--- config.mk ---
export PLATFORM = sky130hd
export DESIGN_NAME = xbar_mac_sequencer
export DESIGN_NICKNAME = d
export VERILOG_FILES = /design/src/rtl/xbar_pkg.sv /design/src/rtl/xbar_row_mac.sv /design/src/rtl/xbar_mac_sequencer.sv
export SDC_FILE = /design/constraint.sdc
export NUM_CORES = 1
export LEC_CHECK = 0
export CORE_MARGIN = 2
export CORE_UTILIZATION = 35
export CTS_BUF_LIST = sky130_fd_sc_hd__clkbuf_8
export DETAILED_ROUTE_END_ITERATION = 10
export PLACE_DENSITY = 0.53
export SYNTH_ARGS = -nofsm -noshare
export SYNTH_HDL_FRONTEND = slang
export SYNTH_HIERARCHICAL = 1
export SYNTH_SLANG_ARGS = --single-unit
--- constraint.sdc ---
create_clock -name clk -period 8 [get_ports clk]
set_input_delay 1.6 -clock clk [delete_from_list [all_inputs] [get_ports clk]]
set_output_delay 1.6 -clock clk [all_outputs]
set_load 0.05 [all_outputs]
--- src/rtl/xbar_pkg.sv ---
// Shared sizes, FSM state encoding and bus types for the 4x8 crossbar weighted-sum sequencer.
package xbar_pkg;

    localparam int unsigned ROWS = 4;
    localparam int unsigned COLS = 8;
    localparam int unsigned DW   = 4;
    localparam int unsigned SW   = 12;

    typedef enum logic [1:0] {
        IDLE = 2'd0,
        ACC  = 2'd1,
        DONE = 2'd2
    } state_t;

    typedef logic [COLS*DW-1:0] row_word_t;
    typedef logic [COLS*SW-1:0] sum_vec_t;

endpackage

--- src/rtl/xbar_row_mac.sv ---
// Eight parallel unsigned DW x DW multipliers feeding eight SW-bit accumulators.
module xbar_row_mac
    import xbar_pkg::*;
(
    input  logic          clk,
    input  logic          rst,
    input  logic          clr,
    input  logic          en,
    input  logic [DW-1:0] a,
    input  row_word_t     row,
    output sum_vec_t      sums
);

    logic [2*DW-1:0] prod [COLS];

    always_comb begin
        for (int unsigned j = 0; j < COLS; j++) begin
            prod[j] = {{DW{1'b0}}, a} * {{DW{1'b0}}, row[j*DW +: DW]};
        end
    end

    // Slice j of the row word and of the sum vector refer to the same column.
    always_ff @(posedge clk or posedge rst) begin
        if (rst) begin
            sums <= '0;
        end else if (clr) begin
            sums <= '0;
        end else if (en) begin
            for (int unsigned j = 0; j < COLS; j++) begin
                sums[j*SW +: SW] <= sums[j*SW +: SW] + {{(SW-2*DW){1'b0}}, prod[j]};
            end
        end
    end

endmodule

--- src/rtl/xbar_mac_sequencer.sv ---
// Crossbar controller: weight register file, row-walking FSM and in/out handshakes.
module xbar_mac_sequencer
    import xbar_pkg::*;
(
    input  logic                 clk,
    input  logic                 rst,
    input  logic                 wr_en,
    input  logic [1:0]           wr_row,
    input  logic [COLS*DW-1:0]   wr_data,
    output logic                 wr_err,
    input  logic                 in_valid,
    output logic                 in_ready,
    input  logic [ROWS*DW-1:0]   in_vec,
    output logic                 out_valid,
    input  logic                 out_ready,
    output logic [COLS*SW-1:0]   out_sums,
    output logic                 busy
);

    localparam int unsigned      RCW      = $clog2(ROWS);
    localparam logic [RCW-1:0]   LAST_ROW = RCW'(ROWS - 1);

    state_t          state, next_state;
    logic [RCW-1:0]  row_cnt;
    logic [DW-1:0]   vec_q   [ROWS];
    row_word_t       weights [ROWS];
    logic            clr, en;

    always_ff @(posedge clk or posedge rst) begin
        if (rst) state <= IDLE;
        else     state <= next_state;
    end

    always_comb begin
        next_state = state;
        clr        = 1'b0;
        en         = 1'b0;
        case (state)
            IDLE: begin
                if (in_valid) begin
                    next_state = ACC;
                    clr        = 1'b1;
                end
            end
            ACC: begin
                en = 1'b1;
                if (row_cnt == LAST_ROW) next_state = DONE;
            end
            DONE: begin
                if (out_ready) next_state = IDLE;
            end
            default: next_state = IDLE;
        endcase
    end

    assign in_ready  = (state == IDLE);
    assign out_valid = (state == DONE);
    assign busy      = (state == ACC);

    // Element r1 sits in the top nibble of in_vec and pairs with weight row 0.
    always_ff @(posedge clk or posedge rst) begin
        if (rst) begin
            row_cnt <= '0;
            for (int unsigned r = 0; r < ROWS; r++) vec_q[r] <= '0;
        end else if (clr) begin
            row_cnt <= '0;
            for (int unsigned r = 0; r < ROWS; r++) vec_q[r] <= in_vec[(ROWS-1-r)*DW +: DW];
        end else if (en) begin
            row_cnt <= row_cnt + 1'b1;
        end
    end

    always_ff @(posedge clk or posedge rst) begin
        if (rst) begin
            wr_err <= 1'b0;
            for (int unsigned r = 0; r < ROWS; r++) weights[r] <= '0;
        end else begin
            wr_err <= wr_en && (state == ACC);
            if (wr_en && (state != ACC)) weights[wr_row] <= wr_data;
        end
    end

    xbar_row_mac u_mac (
        .clk  (clk),
        .rst  (rst),
        .clr  (clr),
        .en   (en),
        .a    (vec_q[row_cnt]),
        .row  (weights[row_cnt]),
        .sums (out_sums)
    );

endmodule

Word level (Yosys, flattened, before mapping)
Index checks and enable logic that the tools add are counted.
W data, S select, Z words.
{"block": "word_totals", "ff_bits": 245, "elab_cells": 67, "inputBits": 55, "output_inout_bits": 100}
{"block": "op_classes", "n_addsub": 9, "reduce_logical": 6, "n_bitwise": 2, "n_mux": 20, "eq_ne": 7, "n_lt_le_gt_ge": 3, "mul": 8}
{"cell": "$mux W96", "count": 2}
{"cell": "$bwmux W128", "count": 1}
{"cell": "$add A12 B8 Y12", "count": 8}
{"cell": "$mux W32", "count": 3}
{"cell": "$bmux W32 S2", "count": 1}
{"cell": "$demux W32 S2", "count": 1}
{"cell": "$mul A4 B4 Y8", "count": 8}
{"cell": "$mux W2", "count": 5}
{"cell": "$bmux W4 S2", "count": 1}
{"cell": "$mux W4", "count": 2}
{"cell": "$ge A3 B3 Y1 const B", "count": 2}
{"cell": "$ne A2 B1 Y1 const B", "count": 3}
{"cell": "$not A2 Y3", "count": 2}
{"cell": "$pmux W2 S3", "count": 1}
{"cell": "$eq A2 B2 Y1 const B", "count": 2}
{"cell": "$logic_and A1 B1 Y1", "count": 3}
{"cell": "$lt A3 B1 Y1 const B", "count": 1}
{"cell": "$mux W1", "count": 3}
{"cell": "$reduce_and A3 Y1", "count": 1}
{"cell": "$add A2 B1 Y2 const B", "count": 1}
{"cell": "$eq A2 B1 Y1 const B", "count": 1}
{"cell": "$logic_not A2 Y1", "count": 1}
{"cell": "$ne A2 B2 Y1 const B", "count": 1}
{"cell": "$reduce_bool A2 Y1", "count": 1}

Logic depth before layout (Yosys ltp)
{"block": "logic_depth", "word_depth": 8, "mapped_depth": 17, "mapped_depth_nobuf": 14}

Hierarchy
Netlist, hierarchy kept.
{"mod": "xbar_row_mac", "area_each_um2": 10294.9, "instances": 1, "cells_each": 1141, "seq_area_each_um2": 2402.3}
{"mod": "xbar_mac_sequencer", "area_each_um2": 6446.2, "instances": 1, "cells_each": 373, "seq_area_each_um2": 3728.6}

Worst setup path before layout
Ideal clock, no wire load.
{"block": "synth_timing", "path_kind": "reg2reg", "start": "register row_cnt[0]", "end": "register u_mac.sums[34]", "path_slack_ns": 3.404, "arrival_time_ns": 4.468, "required_ns": 7.872, "path_stages_with_launch": 15, "setup_ns": 0.128, "n_path_buf": 2, "period_less_slack_ns": 4.596, "cell_sequence": "dfrtp_1 -> clkbuf_1 -> mux4_2 -> clkbuf_1 -> nand2_1 -> fa_1 -> fa_1 -> fa_1 -> inv_1 -> ha_1 -> and3_1 -> a2111o_1 -> nand4_1 -> a21oi_1 -> mux2_1"}
{"block": "synth_via", "elab_chain_len": 8, "elab_cells_between_ends": 11, "classes_between": "add/sub: 1; mul: 1; mux: 8; bitwise: 1"}
{"element": "start, declared", "line_no": "xbar_mac_sequencer.sv:24", "source": "logic [RCW-1:0] row_cnt;"}
{"element": "start signal, assigned", "line_no": "xbar_mac_sequencer.sv:69", "source": "row_cnt <= row_cnt + 1'b1;"}
{"element": "$not A2 Y3 (not written as such) *", "line_no": "xbar_mac_sequencer.sv:88, xbar_mac_sequencer.sv:89"}
{"element": "$bmux W4 S2 / $bmux W32 S2 (equally long branches)", "line_no": "xbar_mac_sequencer.sv:88, xbar_mac_sequencer.sv:89"}
{"element": "$mux W4 (not written as such) / $mux W32 (equally long branches) (2 in series)", "line_no": "xbar_mac_sequencer.sv:88, xbar_mac_sequencer.sv:89"}
{"element": "$mul A4 B4 Y8 *", "line_no": "xbar_row_mac.sv:18", "source": "prod[j] = {{DW{1'b0}}, a} * {{DW{1'b0}}, row[j*DW +: DW]};"}
{"element": "$add A12 B8 Y12 *", "line_no": "xbar_row_mac.sv:30", "source": "sums[j*SW +: SW] <= sums[j*SW +: SW] + {{(SW-2*DW){1'b0}}, prod[j]};"}
{"element": "$mux W96 *", "line_no": "xbar_row_mac.sv:28", "source": "end else if (en) begin"}
{"element": "$mux W96 *", "line_no": "xbar_row_mac.sv:26", "source": "end else if (clr) begin"}
{"element": "end signal, assigned by index", "line_no": "xbar_row_mac.sv:30"}
{"element": "end, declared", "line_no": "xbar_row_mac.sv:11", "source": "output sum_vec_t sums"}
Mark *: on every way between the ends. The rest lies on a longest branch, timed or not. The select of a mux whose other input is x is not followed.
A chain may end at the register's enable or synchronous reset.

Final worst setup path
{"block": "layout_timing", "start": "register row_cnt[0]", "end": "register u_mac.sums[47]"}
The elaborated chain is that of the path after synthesis.

==> results_dict.tcl <==
set metrics [dict create \
    outcome "finished, final reports clean" \
    syn_avg_cell_area_sq_um 11.1 \
    ios 155 \
    final_common_cell "dfrtp_1" \
    synth-edff-count 0 \
    grt_max_degree 140 \
    grt_pass1_wl_microns 66300 \
    timing.slew.headroom 0.287 \
    cts-root-buf "clkbuf_8" \
    path_buf_inv 2 \
    tns_ns 0 \
    cp.required_ns 8.43 \
    fill_cells 4631 \
    die_width_microns 223 \
    grt_pass1_vias 11600 \
    gr-usage-met1 0.254 \
    slowest_stage "dfrtp_2" \
    cp_cell_sequence "buf_4, mux4_2, nand2_1, fa_1, fa_1, fa_1, inv_1, ha_1, a211oi_1, o21ai_0, o311ai_0, xor2_1, nor2_1" \
    finalHoldViolCount 0 \
    drt-pass1-iter-count 5 \
    syn_area_sq_um 16700 \
    die-height_microns 223 \
    drcViolationCount 0 \
    rows 80 \
    grt_use_met2 0.249 \
    place.gp.congestion 0.796 \
    cp_max_fo 26 \
    path_common_cell "fa_1" \
    start_util 0.353 \
    detailed_place_hpwl_microns 28600 \
    ys_types 55 \
    holdBufCountCts 0 \
    layout_common_cells "dfrtp_1 (244), inv_1 (185), clkdlybuf4s50_1 (154)" \
    clk_path_buf_depth 3 \
    finalSetupViolCount 0 \
    async_flop_share 1.00 \
    worstMarginPinSlew_ns 1.07 \
    cp_data_arrival_time_ns 5.67 \
    netlist_instances 1514 \
    core-area_sq_um 47400 \
    clkTransAtPathRegs_ns 0.06 \
    ys_ff_latch 245 \
    wirelength_microns 40700 \
    track_usage 0.168 \
    ys_seq_area_frac 0.366 \
    drtIter0Drc 632 \
    drtAntennaViolNets 0 \
    portBuffers 154 \
    critical_path_class "register to register" \
    viasPerCell 4.90 \
    rsz0062_at_grt "no" \
    yosys_warnings 6 \
    post_cts_buffers 0 \
    h-tree-depth 2 \
    cts.sinks 245 \
    clock_latency_ns 0.59 \
    fin_skew_ns 0.0248 \
    synth_fp_nets 1786 \
    dieArea_sq_um 49600 \
    drive_above_1_share 0.154 \
    critPathLaunchType "register" \
    grtUsageMet3 0.0271 \
    slew_violations 0 \
    cts_buffers 46 \
    synthToLayoutAreaGrowth_pct 18.3 \
    antenna_found_initial 2 \
    period_share 0.655 \
    ys.flop_type "dfrtp_1" \
    grt_overflow 0 \
    nets 1935 \
    max_stage_delay_ns 0.94 \
    path_delay_family "adder cells" \
    postCtsResizedCells 0 \
    hold_class "register to register" \
    maxCapViolCount 0 \
    critPathCaptureType "register" \
    grt.busiest_layer "met1" \
    wire_per_inst_microns 17.6 \
    cts_tree "yes" \
    timing.fmax_ghz 0.191 \
    min_period_ns 5.24 \
    vias 11300 \
]
==> metrics by stage <==
stage	cells	cell area [sq um]	hold WS (ns)	setup slack, ns	util
6_report	2314	19800	0.488	2.76	0.417
5_1_grt	2313	19800	0.509	2.35	0.417
4_1_cts	2312	19800	0.488	2.67	0.417
3_5_place_dp	2230	18900	0.475	2.70	0.397
3_3_place_gp	2230	18900	0.463	2.79	0.397
2_1_floorplan	1514	16700	0.453	2.39	-
==> cell families after synthesis <==
family,Yosys count,share of synthesized area
and+or+nand+nor,367,0.114
DFF,245,0.366
AOI/OAI and AO/OA,169,0.0665
adders and majority gates,217,0.194
muxes,229,0.175
xor gates and xnor gates,50,0.0262
buffers and inverters,237,0.0574
==> registers in the layout, summed over array words and instances, names as in the netlist <==
name        flops
state           2
wr_err          1
vec_q          16
weights       128
row_cnt         2
u_mac/sums     96
==> cell type report <==
type | instances | area (sq um) | area share
Clock inverter | 24 | 149 | 0.00752
Inverter | 173 | 659 | 0.0333
Antenna cell | 2 | 5.00 | 0.000253
Clock buffer | 58 | 798 | 0.0403
Timing Repair Buffer | 165 | 1640 | 0.0826
Tap cell | 615 | 769 | 0.0389
Sequential cell | 245 | 6130 | 0.310
Multi-Input combinational cell | 1032 | 9650 | 0.487
==> routing by layer <==
layer	vias up	wire, microns
met3	51	1480
met5	-	0
li1	5505	-
met1	5597	21100
met4	0	724
met2	184	17400
==> worst paths after layout <==
| kind | from | endpoint | slack [ns] | cells past startpoint |
|---|---|---|---|---|
| max | row_cnt[0]$_DFFE_PP0P_ | u_mac/sums[47]$_DFFE_PP0P_ | 2.76 | 13 |
| min | weights[116]$_DFFE_PP0P_ | weights[116]$_DFFE_PP0P_ | 0.49 | 1 |
| max reg2reg | row_cnt[0]$_DFFE_PP0P_ | u_mac/sums[47]$_DFFE_PP0P_ | 2.76 | 13 |
| min reg2reg | weights[116]$_DFFE_PP0P_ | weights[116]$_DFFE_PP0P_ | 0.49 | 1 |
| max in group asynchronous | rst | weights[83]$_DFFE_PP0P_ | 4.85 | 3 |
| min in group asynchronous | rst | weights[104]$_DFFE_PP0P_ | 1.66 | 2 |
==> synth_stat cells, drive strengths merged, types with 2 or more instances <==
library cell / number / area, sq um
a2111o: 4 / 45.0
a211oi: 16 / 125
a21o: 21 / 159
a21oi: 46 / 230
a31oi: 9 / 56.3
and2: 102 / 638
and3: 15 / 93.8
buf: 33 / 193
clkbuf: 31 / 116
dfrtp: 245 / 6130
fa: 72 / 1440
ha: 145 / 1810
inv: 173 / 652
mux2: 150 / 1690
mux2i: 43 / 430
mux4: 36 / 811
nand2: 77 / 289
nand2b: 11 / 68.8
nand3: 17 / 85.1
nand3b: 3 / 22.5
nand4: 9 / 56.3
nand4b: 6 / 52.6
nor2: 98 / 368
nor2b: 8 / 50.1
nor3: 3 / 26.3
nor3b: 10 / 75.1
nor4bb: 4 / 40.0
o2111ai: 2 / 17.5
o211ai: 16 / 120
o21ai: 28 / 140
o21bai: 6 / 45.0
o22ai: 4 / 25.0
o311ai: 8 / 70.1
o32ai: 2 / 17.5
xnor2: 21 / 184
xor2: 29 / 254
==> worst register-to-register path, delay by kind of cell, from the launching register on <==
family / cells / cell delay [ns]
XOR/XNOR: 1 / 0.18
multiplexers: 1 / 0.61
buffers and inverters: 2 / 0.48
adder cells (fa/ha/maj): 4 / 1.72
AO/OA/AOI/OAI: 3 / 0.98
flip-flops: 1 / 0.94
AND/OR/NAND/NOR: 2 / 0.18
Power is left out: the tool's default activity adds up to more than one toggle a clock period on the data nets, which glitch-free logic cannot reach.
